## config.mk

```make
export PLATFORM = sky130hd
export DESIGN_NAME = psum_acc_buffer
export DESIGN_NICKNAME = d
export VERILOG_FILES = /design/src/rtl/psum_acc_buffer.sv
export SDC_FILE = /design/constraint.sdc
export NUM_CORES = 2
export LEC_CHECK = 0
export CAP_MARGIN = 5
export CORE_MARGIN = 10
export CORE_UTILIZATION = 55
export DETAILED_ROUTE_END_ITERATION = 10
export HOLD_SLACK_MARGIN = 0.02
export PLACE_DENSITY_LB_ADDON = 0.3
export SYNTH_ARGS = -nofsm -noshare
export SYNTH_HDL_FRONTEND = slang
export SYNTH_SLANG_ARGS = --single-unit
export TNS_END_PERCENT = 30
```

## constraint.sdc

```tcl
create_clock -name clk -period 13.82 [get_ports clk]
set_input_delay 2.073 -clock clk [delete_from_list [all_inputs] [get_ports clk]]
set_output_delay 2.073 -clock clk [all_outputs]
set_load 0.005 [all_outputs]
```

## src/rtl/psum_acc_buffer.sv

```systemverilog
`default_nettype none
// +--------------------------------------------------------------------------+
// | Module      : psum_acc_buffer                                            |
// | Description : Partial-sum store on the far side of adder_tree_4. Feeds   |
// |               psum into tree level 3, captures acc back, accumulates     |
// |               over cfg_npass passes of cfg_len positions, then drains    |
// |               the final sums over a valid/ready port.                    |
// | Options     : PSUM_RELU_EN - drained words with sign bit set output as 0 |
// | Revision    : 1.0 - initial release                                      |
// +--------------------------------------------------------------------------+
module psum_acc_buffer #(
  parameter int W_PSUM = 32,
  parameter int DEPTH  = 64,
  parameter int AW     = 6
) (
  input  logic              clk,
  input  logic              rstn,
  input  logic              cfg_start,
  input  logic [7:0]        cfg_npass,
  input  logic [AW:0]       cfg_len,
  input  logic              tree_vld_i,
  output logic [W_PSUM-1:0] psum_o,
  input  logic [W_PSUM-1:0] acc_i,
  input  logic              acc_vld_i,
  output logic [W_PSUM-1:0] out_data,
  output logic              out_vld,
  input  logic              out_rdy,
  output logic              busy,
  output logic              done,
  output logic              err
);

  typedef enum logic [1:0] {
    S_IDLE  = 2'd0,
    S_ACCUM = 2'd1,
    S_DRAIN = 2'd2
  } state_t;

  localparam logic [AW:0]   c_MIN_LEN = (AW+1)'(2);
  localparam logic [AW:0]   c_MAX_LEN = (AW+1)'(DEPTH);
  localparam logic [AW-1:0] c_ONE_A   = AW'(1);
  localparam logic [AW-1:0] c_ZERO_A  = '0;

  state_t            r_state;
  state_t            w_state_nxt;

  // latched configuration, stored as last index / last pass
  logic [AW-1:0]     r_len_m1;
  logic [7:0]        r_npass_m1;

  // read (issue) side
  logic [AW-1:0]     r_rd_ptr;
  logic [7:0]        r_rd_pass;
  logic              r_rd_done;
  logic              r_s1_vld;
  logic              r_s1_zero;
  logic [AW-1:0]     r_s1_addr;
  logic [W_PSUM-1:0] r_psum;

  // write (capture) side
  logic [AW-1:0]     r_wr_ptr;
  logic [7:0]        r_wr_pass;

  // drain side
  logic [AW-1:0]     r_drn_ptr;
  logic [W_PSUM-1:0] r_out_data;
  logic              r_out_vld;
  logic              r_done;
  logic              r_err;

  logic [W_PSUM-1:0] r_mem [DEPTH];

  logic              w_cfg_ok;
  logic              w_start_ok;
  logic              w_start_bad;
  logic              w_issue;
  logic              w_stray;
  logic              w_wr;
  logic              w_final_wr;
  logic              w_accept;
  logic              w_last_beat;
  logic [AW-1:0]     w_drn_nxt;

  assign w_cfg_ok    = (cfg_len >= c_MIN_LEN) && (cfg_len <= c_MAX_LEN) && (cfg_npass != 8'd0);
  assign w_start_ok  = (r_state == S_IDLE) && cfg_start && w_cfg_ok;
  assign w_start_bad = (r_state == S_IDLE) && cfg_start && !w_cfg_ok;
  assign w_issue     = tree_vld_i && (r_state == S_ACCUM) && !r_rd_done;
  assign w_stray     = tree_vld_i && !w_issue;
  assign w_wr        = acc_vld_i && (r_state == S_ACCUM);
  assign w_final_wr  = w_wr && (r_wr_ptr == r_len_m1) && (r_wr_pass == r_npass_m1);
  assign w_accept    = (r_state == S_DRAIN) && r_out_vld && out_rdy;
  assign w_last_beat = w_accept && (r_drn_ptr == r_len_m1);
  assign w_drn_nxt   = r_drn_ptr + c_ONE_A;

  assign psum_o   = r_psum;
  assign out_data = r_out_data;
  assign out_vld  = r_out_vld;
  assign done     = r_done;
  assign err      = r_err;

  // Drained-word shaping: optional ReLU clamp on the way out only.
  function automatic logic [W_PSUM-1:0] f_drain_word(input logic [W_PSUM-1:0] v);
`ifdef PSUM_RELU_EN
    f_drain_word = v[W_PSUM-1] ? '0 : v;
`else
    f_drain_word = v;
`endif
  endfunction

  // State register.
  always_ff @(posedge clk or negedge rstn) begin
    if (!rstn) r_state <= S_IDLE;
    else       r_state <= w_state_nxt;
  end

  // Next-state decode and busy flag.
  always_comb begin
    w_state_nxt = r_state;
    busy        = (r_state != S_IDLE);
    case (r_state)
      S_IDLE:  if (w_start_ok)  w_state_nxt = S_ACCUM;
      S_ACCUM: if (w_final_wr)  w_state_nxt = S_DRAIN;
      S_DRAIN: if (w_last_beat) w_state_nxt = S_IDLE;
      default: w_state_nxt = S_IDLE;
    endcase
  end

  // Capture run configuration on an accepted start.
  always_ff @(posedge clk or negedge rstn) begin
    if (!rstn) begin
      r_len_m1   <= '0;
      r_npass_m1 <= '0;
    end else if (w_start_ok) begin
      r_len_m1   <= cfg_len[AW-1:0] - c_ONE_A;
      r_npass_m1 <= cfg_npass - 8'd1;
    end
  end

  // Issue pointer: walk positions, wrap into the next pass, stop after the last pass.
  always_ff @(posedge clk or negedge rstn) begin
    if (!rstn) begin
      r_rd_ptr  <= '0;
      r_rd_pass <= '0;
      r_rd_done <= 1'b0;
    end else if (w_start_ok) begin
      r_rd_ptr  <= '0;
      r_rd_pass <= '0;
      r_rd_done <= 1'b0;
    end else if (w_issue) begin
      if (r_rd_ptr == r_len_m1) begin
        r_rd_ptr  <= '0;
        r_rd_pass <= r_rd_pass + 8'd1;
        if (r_rd_pass == r_npass_m1) r_rd_done <= 1'b1;
      end else begin
        r_rd_ptr <= r_rd_ptr + c_ONE_A;
      end
    end
  end

  // Stage 1: register the read address and first-pass flag.
  always_ff @(posedge clk or negedge rstn) begin
    if (!rstn) begin
      r_s1_vld  <= 1'b0;
      r_s1_zero <= 1'b0;
      r_s1_addr <= '0;
    end else begin
      r_s1_vld  <= w_issue;
      r_s1_zero <= (r_rd_pass == 8'd0);
      r_s1_addr <= r_rd_ptr;
    end
  end

  // Stage 2: psum to the tree; forward acc_i when it lands on the address being read.
  always_ff @(posedge clk or negedge rstn) begin
    if (!rstn) begin
      r_psum <= '0;
    end else if (r_s1_vld) begin
      if (r_s1_zero)                            r_psum <= '0;
      else if (w_wr && (r_wr_ptr == r_s1_addr)) r_psum <= acc_i;
      else                                      r_psum <= r_mem[r_s1_addr];
    end
  end

  // Store write port (contents intentionally not reset).
  always_ff @(posedge clk) begin
    if (w_wr) r_mem[r_wr_ptr] <= acc_i;
  end

  // Write pointer follows tree results in issue order.
  always_ff @(posedge clk or negedge rstn) begin
    if (!rstn) begin
      r_wr_ptr  <= '0;
      r_wr_pass <= '0;
    end else if (w_start_ok) begin
      r_wr_ptr  <= '0;
      r_wr_pass <= '0;
    end else if (w_wr) begin
      if (r_wr_ptr == r_len_m1) begin
        r_wr_ptr  <= '0;
        r_wr_pass <= r_wr_pass + 8'd1;
      end else begin
        r_wr_ptr <= r_wr_ptr + c_ONE_A;
      end
    end
  end

  // Drain: preload entry 0 on the first DRAIN cycle, then advance one entry per accept.
  always_ff @(posedge clk or negedge rstn) begin
    if (!rstn) begin
      r_out_data <= '0;
      r_out_vld  <= 1'b0;
      r_drn_ptr  <= '0;
    end else if (r_state == S_DRAIN) begin
      if (!r_out_vld) begin
        r_out_data <= f_drain_word(r_mem[c_ZERO_A]);
        r_out_vld  <= 1'b1;
        r_drn_ptr  <= '0;
      end else if (w_accept) begin
        if (r_drn_ptr == r_len_m1) begin
          r_out_vld <= 1'b0;
        end else begin
          r_drn_ptr  <= w_drn_nxt;
          r_out_data <= f_drain_word(r_mem[w_drn_nxt]);
        end
      end
    end
  end

  // Status pulses: done after the final accept, err on bad start or stray issue.
  always_ff @(posedge clk or negedge rstn) begin
    if (!rstn) begin
      r_done <= 1'b0;
      r_err  <= 1'b0;
    end else begin
      r_done <= w_last_beat;
      r_err  <= w_start_bad | w_stray;
    end
  end

endmodule
`default_nettype wire

```

### Yosys cells after proc, flatten, opt, wreduce, memory -nomap -nowiden

Memories as Yosys holds them, arrays and structs flattened.
Cells that the tools add are included.

| cells by class | value |
|---|---|
| add/subtract/negate cells | 7 |
| order comparisons | 2 |
| equal/unequal tests | 13 |
| mux-type cells | 33 |
| bitwise operators | 1 |
| reduce and logical (&&, ||, !) cells | 32 |

Operator list:

| cell | count |
|---|---|
| two-way mux 32 bit | 5 |
| two-way mux 6 bit | 9 |
| two-way mux 8 bit | 6 |
| equality test 6 bit | 4 |
| adder 6 x 1 -> 6 bit, second input constant | 3 |
| adder 8 x 1 -> 8 bit, second input constant | 2 |
| equality test 8 bit | 2 |
| logical AND 1 bit | 15 |
| nonzero test 2 bit | 6 |
| two-way mux 1 bit | 9 |
| AND reduction 3 bit | 3 |
| logical NOT 8 bit | 1 |
| != test 2 bit, second input constant | 4 |
| nonzero test 8 bit | 1 |
| subtractor 8 x 1 -> 8 bit, second input constant | 1 |
| greater-or-equal comparator 7 x 2 -> 1 bit, second input constant | 1 |
| <= comparator 7 bit, second input constant | 1 |
| two-way mux 2 bit | 3 |
| one-hot mux 2 bit (3 select lines) | 1 |
| subtractor 6 x 1 -> 6 bit, second input constant | 1 |
| AND reduction 2 bit | 2 |
| logical NOT 1 bit | 3 |
| equality test 2 x 1 -> 1 bit, second input constant | 1 |
| equality test 2 bit, second input constant | 1 |
| 3 further kinds | 3 |

| storage, ports and cells | value |
|---|---|
| register bits after elaboration | 126 |
| RAM bits | 2048 |
| input port bits | 53 |
| memories | 1 |

Memory list:

| name | words | bits a word | rd ports | clocked after memory_dff | wr ports | line | text |
|---|---|---|---|---|---|---|---|
| r_mem | 64 | 32 | 3 | 0 | 1 | 71 | `logic [W_PSUM-1:0] r_mem [DEPTH];` |

### Logic depth before layout (Yosys ltp)

| logic depth | value |
|---|---|
| depth after elaboration | 6 |
| depth in mapped cells | 10 |
| gate-level depth less buffers | 7 |

### Worst setup path after synthesis

Ideal clock, no wire load.

| path | value |
|---|---|
| path kind | input-to-reg |
| start | input acc_vld_i |
| end | memory r_mem[24][0] (enable) |
| arrival | 5635 ps |
| slack | 7683 ps |
| cell stages on the path | 4 |
| buffers on the path | 0 |
| cells stage by stage | nand2_1 -> nor2_1 -> nand3_1 -> nor4_1 |

| on the way | value |
|---|---|
| cells in the longest elaborated chain, start to end | 3 |

RTL lines:

| element | line | text |
|---|---|---|
| start, declared | 24 | `input logic acc_vld_i,` |
| logical AND 1 bit | 89 | `assign w_wr = acc_vld_i && (r_state == S_ACCUM);` |
| two-way mux 1 bit | 186 | `if (w_wr) r_mem[r_wr_ptr] <= acc_i;` |
| two-way mux 1 bit (implied by the code) | 186 |  |
| end, declared | 71 |  |

No other way between the ends.

### Worst setup path after layout

| path | value |
|---|---|
| start | register r_drn_ptr[0] |
| end | register r_out_data[9] (netlist: out_data[9]) |

| on the way | value |
|---|---|
| cells in the longest elaborated chain, start to end | 5 |
| elaborated cells on any way between the ends | 8 |
| classes of those cells | add/sub (1); eq/ne (2); mux (3); reduce/logical (1); memory (1) |

RTL lines:

| element | line | text |
|---|---|---|
| start, declared | 65 | `logic [AW-1:0] r_drn_ptr;` |
| start signal, assigned | 222 | `r_drn_ptr <= w_drn_nxt;` |
| adder 6 x 1 -> 6 bit | 93 | `assign w_drn_nxt = r_drn_ptr + c_ONE_A;` |
| memory (64 x 32 bit) | n/a |  |
| two-way mux 32 bit | 219 | `if (r_drn_ptr == r_len_m1) begin` |
| two-way mux 32 bit | 218 | `end else if (w_accept) begin` |
| two-way mux 32 bit | 214 | `if (!r_out_vld) begin` |
| end signal, assigned | 215 | `r_out_data <= f_drain_word(r_mem[c_ZERO_A]);` |
| end signal, assigned | 223 | `r_out_data <= f_drain_word(r_mem[w_drn_nxt]);` |
| end, declared | 66 | `logic [W_PSUM-1:0] r_out_data;` |

Several ways; a longest one is shown, not always the timed one. The select of a mux whose other input is x is not followed.
A chain may end at the register's enable or synchronous reset.

==> impl_metrics.json <==
{
  "run_status": "finished clean",
  "track_usage_pct": 33.1,
  "cts_made_buffers": 215,
  "clock-sinks": 2174,
  "hold_viol_final": 0,
  "max_freq_mhz": 155,
  "fp.dieArea_mm2": 0.201,
  "syn-num-nets": 5375,
  "tritoncts": "done",
  "synthFlopType": "sky130_fd_sc_hd__edfxtp_1",
  "worst_setup_path_end_kind": "flip-flop",
  "number_of_design_rule_violations_left_by_the_first_detailed_router_iteration": 10700,
  "pwr-share-clk_pct": 30.0,
  "grt-ovfl-total": 0,
  "via_count": 61800,
  "yosys_register_bits": 2174,
  "antenna_found_initial": 32,
  "unrepaired_setup_endpoints_after_global_routing": "false",
  "mappedNetlistArea_mm2": 0.101,
  "worstSetupStartpointType": "flip-flop",
  "firstDrtPassIters": 6,
  "drcViolationCount": 0,
  "io_buffers": 120,
  "grt_first_pass_wirelength_um": 467000,
  "total_switching_power_mw": 6.10,
  "wl_um": 334000,
  "tightestPinTransition_ps": 1320,
  "crit_required_ps": 14520,
  "seq_area_mm2": 0.0647,
  "post_cts_resized": 0,
  "design.final.nets": 5430,
  "criticalPathCategory": "flip-flop to flip-flop",
  "cts_root_buffer": "sky130_fd_sc_hd__clkbuf_16",
  "holdCritPathClass": "flip-flop to flip-flop",
  "slew_headroom_pct": 11.5,
  "cts.clk_slew.worst_paths_ps": 60,
  "p_leak_nw": 34.2,
  "routed_via_density": 7.75,
  "floorplan.initialDensity_pct": 55.2,
  "placeableCoreArea_mm2": 0.183,
  "cell_internal_pwr_mw": 13.9,
  "period_minus_slack_ps": 6450,
  "worstPathArrival_ps": 7150,
  "final.period_utilization_pct": 46.7,
  "fraction_of_registers_with_async_set_reset_pct": 5.80,
  "critical_path.max_fanout": 50,
  "finalClockSkew_ps": 47.2,
  "layout-area-overhead-vs-synth_pct": 11.3,
  "sw_share_pct": 30.5,
  "power.combinational.fraction_pct": 31.1,
  "clk_latency_ps": 890,
  "vdd_ir_max_mv": 0.225,
  "route.detailed.wl_per_inst_um": 41.9,
  "synth_sequential_area_ratio_pct": 64.1,
  "max_cap_violations": 0,
  "placementRows": 157,
  "die_width_um": 448,
  "timing.final.setup_violations": 0,
  "layout.filler_cells": 12500,
  "postSynthAreaPerCell_um2": 19.0,
  "grt_pass1_vias": 60800,
  "cts_setup_buffers": 0,
  "ioPinCount": 121,
  "timing.final.max_slew_violations": 0,
  "synth.distinct_cells": 53,
  "fp.dieH_um": 448,
  "syn-instance-count": 5312,
  "synth-warning-count": 0,
  "post-dp-hpwl_um": 181000,
  "multi_input_comb_area_mm2": 0.0347,
  "ctsHoldBuffers": 0,
  "power.density_cell_area_mw_per_mm2": 178,
  "fraction_of_layout_cells_with_a_size_suffix_above_1_pct": 29.8,
  "final.setup.tns_ps": 0,
  "grt_max_degree": 142,
  "max-clock-path-buffers": 3,
  "power.sequential.fraction_pct": 38.9,
  "fin_hold_ws_ps": 485,
  "htree_levels": 4,
  "synth_enable_flop_cells": 2048,
  "gp_routability_congestion": 0.875,
  "ant_nets": 0
}
worst max-delay path, stage by stage, from the launching register on:
cell	delay, ps
sky130_fd_sc_hd__dfrtp_4	890
sky130_fd_sc_hd__buf_4	800
sky130_fd_sc_hd__buf_4	850
sky130_fd_sc_hd__buf_4	840
sky130_fd_sc_hd__buf_4	890
sky130_fd_sc_hd__mux4_2	590
sky130_fd_sc_hd__a21boi_0	140
sky130_fd_sc_hd__o41ai_1	730
sky130_fd_sc_hd__and4_1	270
sky130_fd_sc_hd__o221ai_1	120
layer usage:
metal / share of wire, % / track usage, % / wire, um
met5: 0.034 / 0 / 113
met4: 6.3 / 18.3 / 21100
met3: 16 / 12.9 / 54600
met2: 44 / 47.6 / 147000
met1: 33 / 43.6 / 111000
registers in the layout, summed over array words and instances (netlist names):
signal      flops
r_rd_done       1
r_s1_vld        1
err             1
r_rd_ptr        6
psum_o         32
r_rd_pass       8
out_data       32
r_s1_addr       6
r_drn_ptr       6
r_npass_m1      8
r_mem        2048
r_wr_pass       8
done            1
out_vld         1
r_state         2
r_len_m1        6
r_wr_ptr        6
r_s1_zero       1
cells in the final DEF (no fill, tap or decap), types with 47 or more instances in the layout:
cell                                 n
sky130_fd_sc_hd__a21boi_0          257
sky130_fd_sc_hd__a21oi_1           142
sky130_fd_sc_hd__a22oi_1           256
sky130_fd_sc_hd__buf_4             149
sky130_fd_sc_hd__clkbuf_16         217
sky130_fd_sc_hd__clkdlybuf4s50_1    87
sky130_fd_sc_hd__dfrtp_1           122
sky130_fd_sc_hd__edfxtp_1         2048
sky130_fd_sc_hd__inv_1              47
sky130_fd_sc_hd__mux4_2           1024
sky130_fd_sc_hd__nand2_1            91
sky130_fd_sc_hd__nor2_1             51
sky130_fd_sc_hd__nor2_4             63
sky130_fd_sc_hd__nor2b_1           261
sky130_fd_sc_hd__o41ai_1           128
final timing paths:
kind	startpoint	end	slack (ps)	depth (start not counted)
max	r_drn_ptr[0]	out_data[9]	7370	9
min	r_rd_ptr[1]	r_s1_addr[1]	480	0
max reg2reg	r_drn_ptr[0]	out_data[9]	7370	9
min reg2reg	r_rd_ptr[1]	r_s1_addr[1]	480	0
max in group asynchronous	rstn	r_s1_addr[2]	11320	2
min in group asynchronous	rstn	out_data[30]	1180	1
cell families after synthesis:
logic type,count (synthesis),synth area share (%)
flip-flops,2174,64.1
multiplexers,1059,23.2
AO/OA/AOI/OAI,884,6.34
AND/OR/NAND/NOR,624,3.49
buffers and inverters,491,2.14
XOR/XNOR,70,0.608
adder cells (fa/ha/maj),10,0.124
synthesized netlist by cell type, drive strengths merged (8+ instances only):
master	count	area [um^2]
edfxtp	2048	61500
o41ai	128	1120
clkbuf	254	953
and4	32	280
dfrtp	126	3150
a21boi	259	1940
o22ai	32	200
buf	189	1020
nor2b	263	1650
nor2	114	428
ha	10	125
o21ai	19	95.1
nand2	93	349
mux4	1024	23100
xor2	36	315
inv	47	176
or4	34	255
mux2i	34	340
a21oi	143	716
nand3b	12	90.1
xnor2	34	298
a22oi	256	1920
nand4	8	50.1
o221ai	32	280
nand3	17	85.1
nor4	14	93.8
per-stage QoR:
step / power [mW] / utilization (%) / worst slack, ps / cells / area (um^2)
final: 20.0 / 61.5 / 7370 / 7971 / 112000
after global routing: 20.6 / 61.4 / 6880 / 7962 / 112000
after CTS: 19.9 / 61.4 / 7320 / 7946 / 112000
after detailed placement: 14.0 / 57.4 / 7320 / 7535 / 105000
after global placement: 14.0 / 57.4 / 7410 / 7535 / 105000
after floorplan: 12.3 / - / 7680 / 5312 / 101000
layout make-up:
cell class	count	area share [%]
diodes	25	0.0557
clock buffers	280	5.21
clock inverters	131	1.27
inverters	48	0.160
multi-input cells	2647	30.9
flip-flops and latches	2174	57.6
well taps	2385	2.66
repair buffers	281	2.14
power groups by stage:
| stage | Sequential (mW) | Combinational [mW] | Clock, mW |
|---|---|---|---|
| after CTS | 7.76 | 6.15 | 6.02 |
| after floorplan | 7.69 | 4.60 | 0 |
| after global routing | 7.79 | 6.50 | 6.30 |
| after global placement | 7.89 | 6.08 | 0 |
| final | 7.77 | 6.22 | 5.99 |
| after detailed placement | 7.89 | 6.12 | 0 |
No activity file was read; power rests on OpenSTA's default activity.
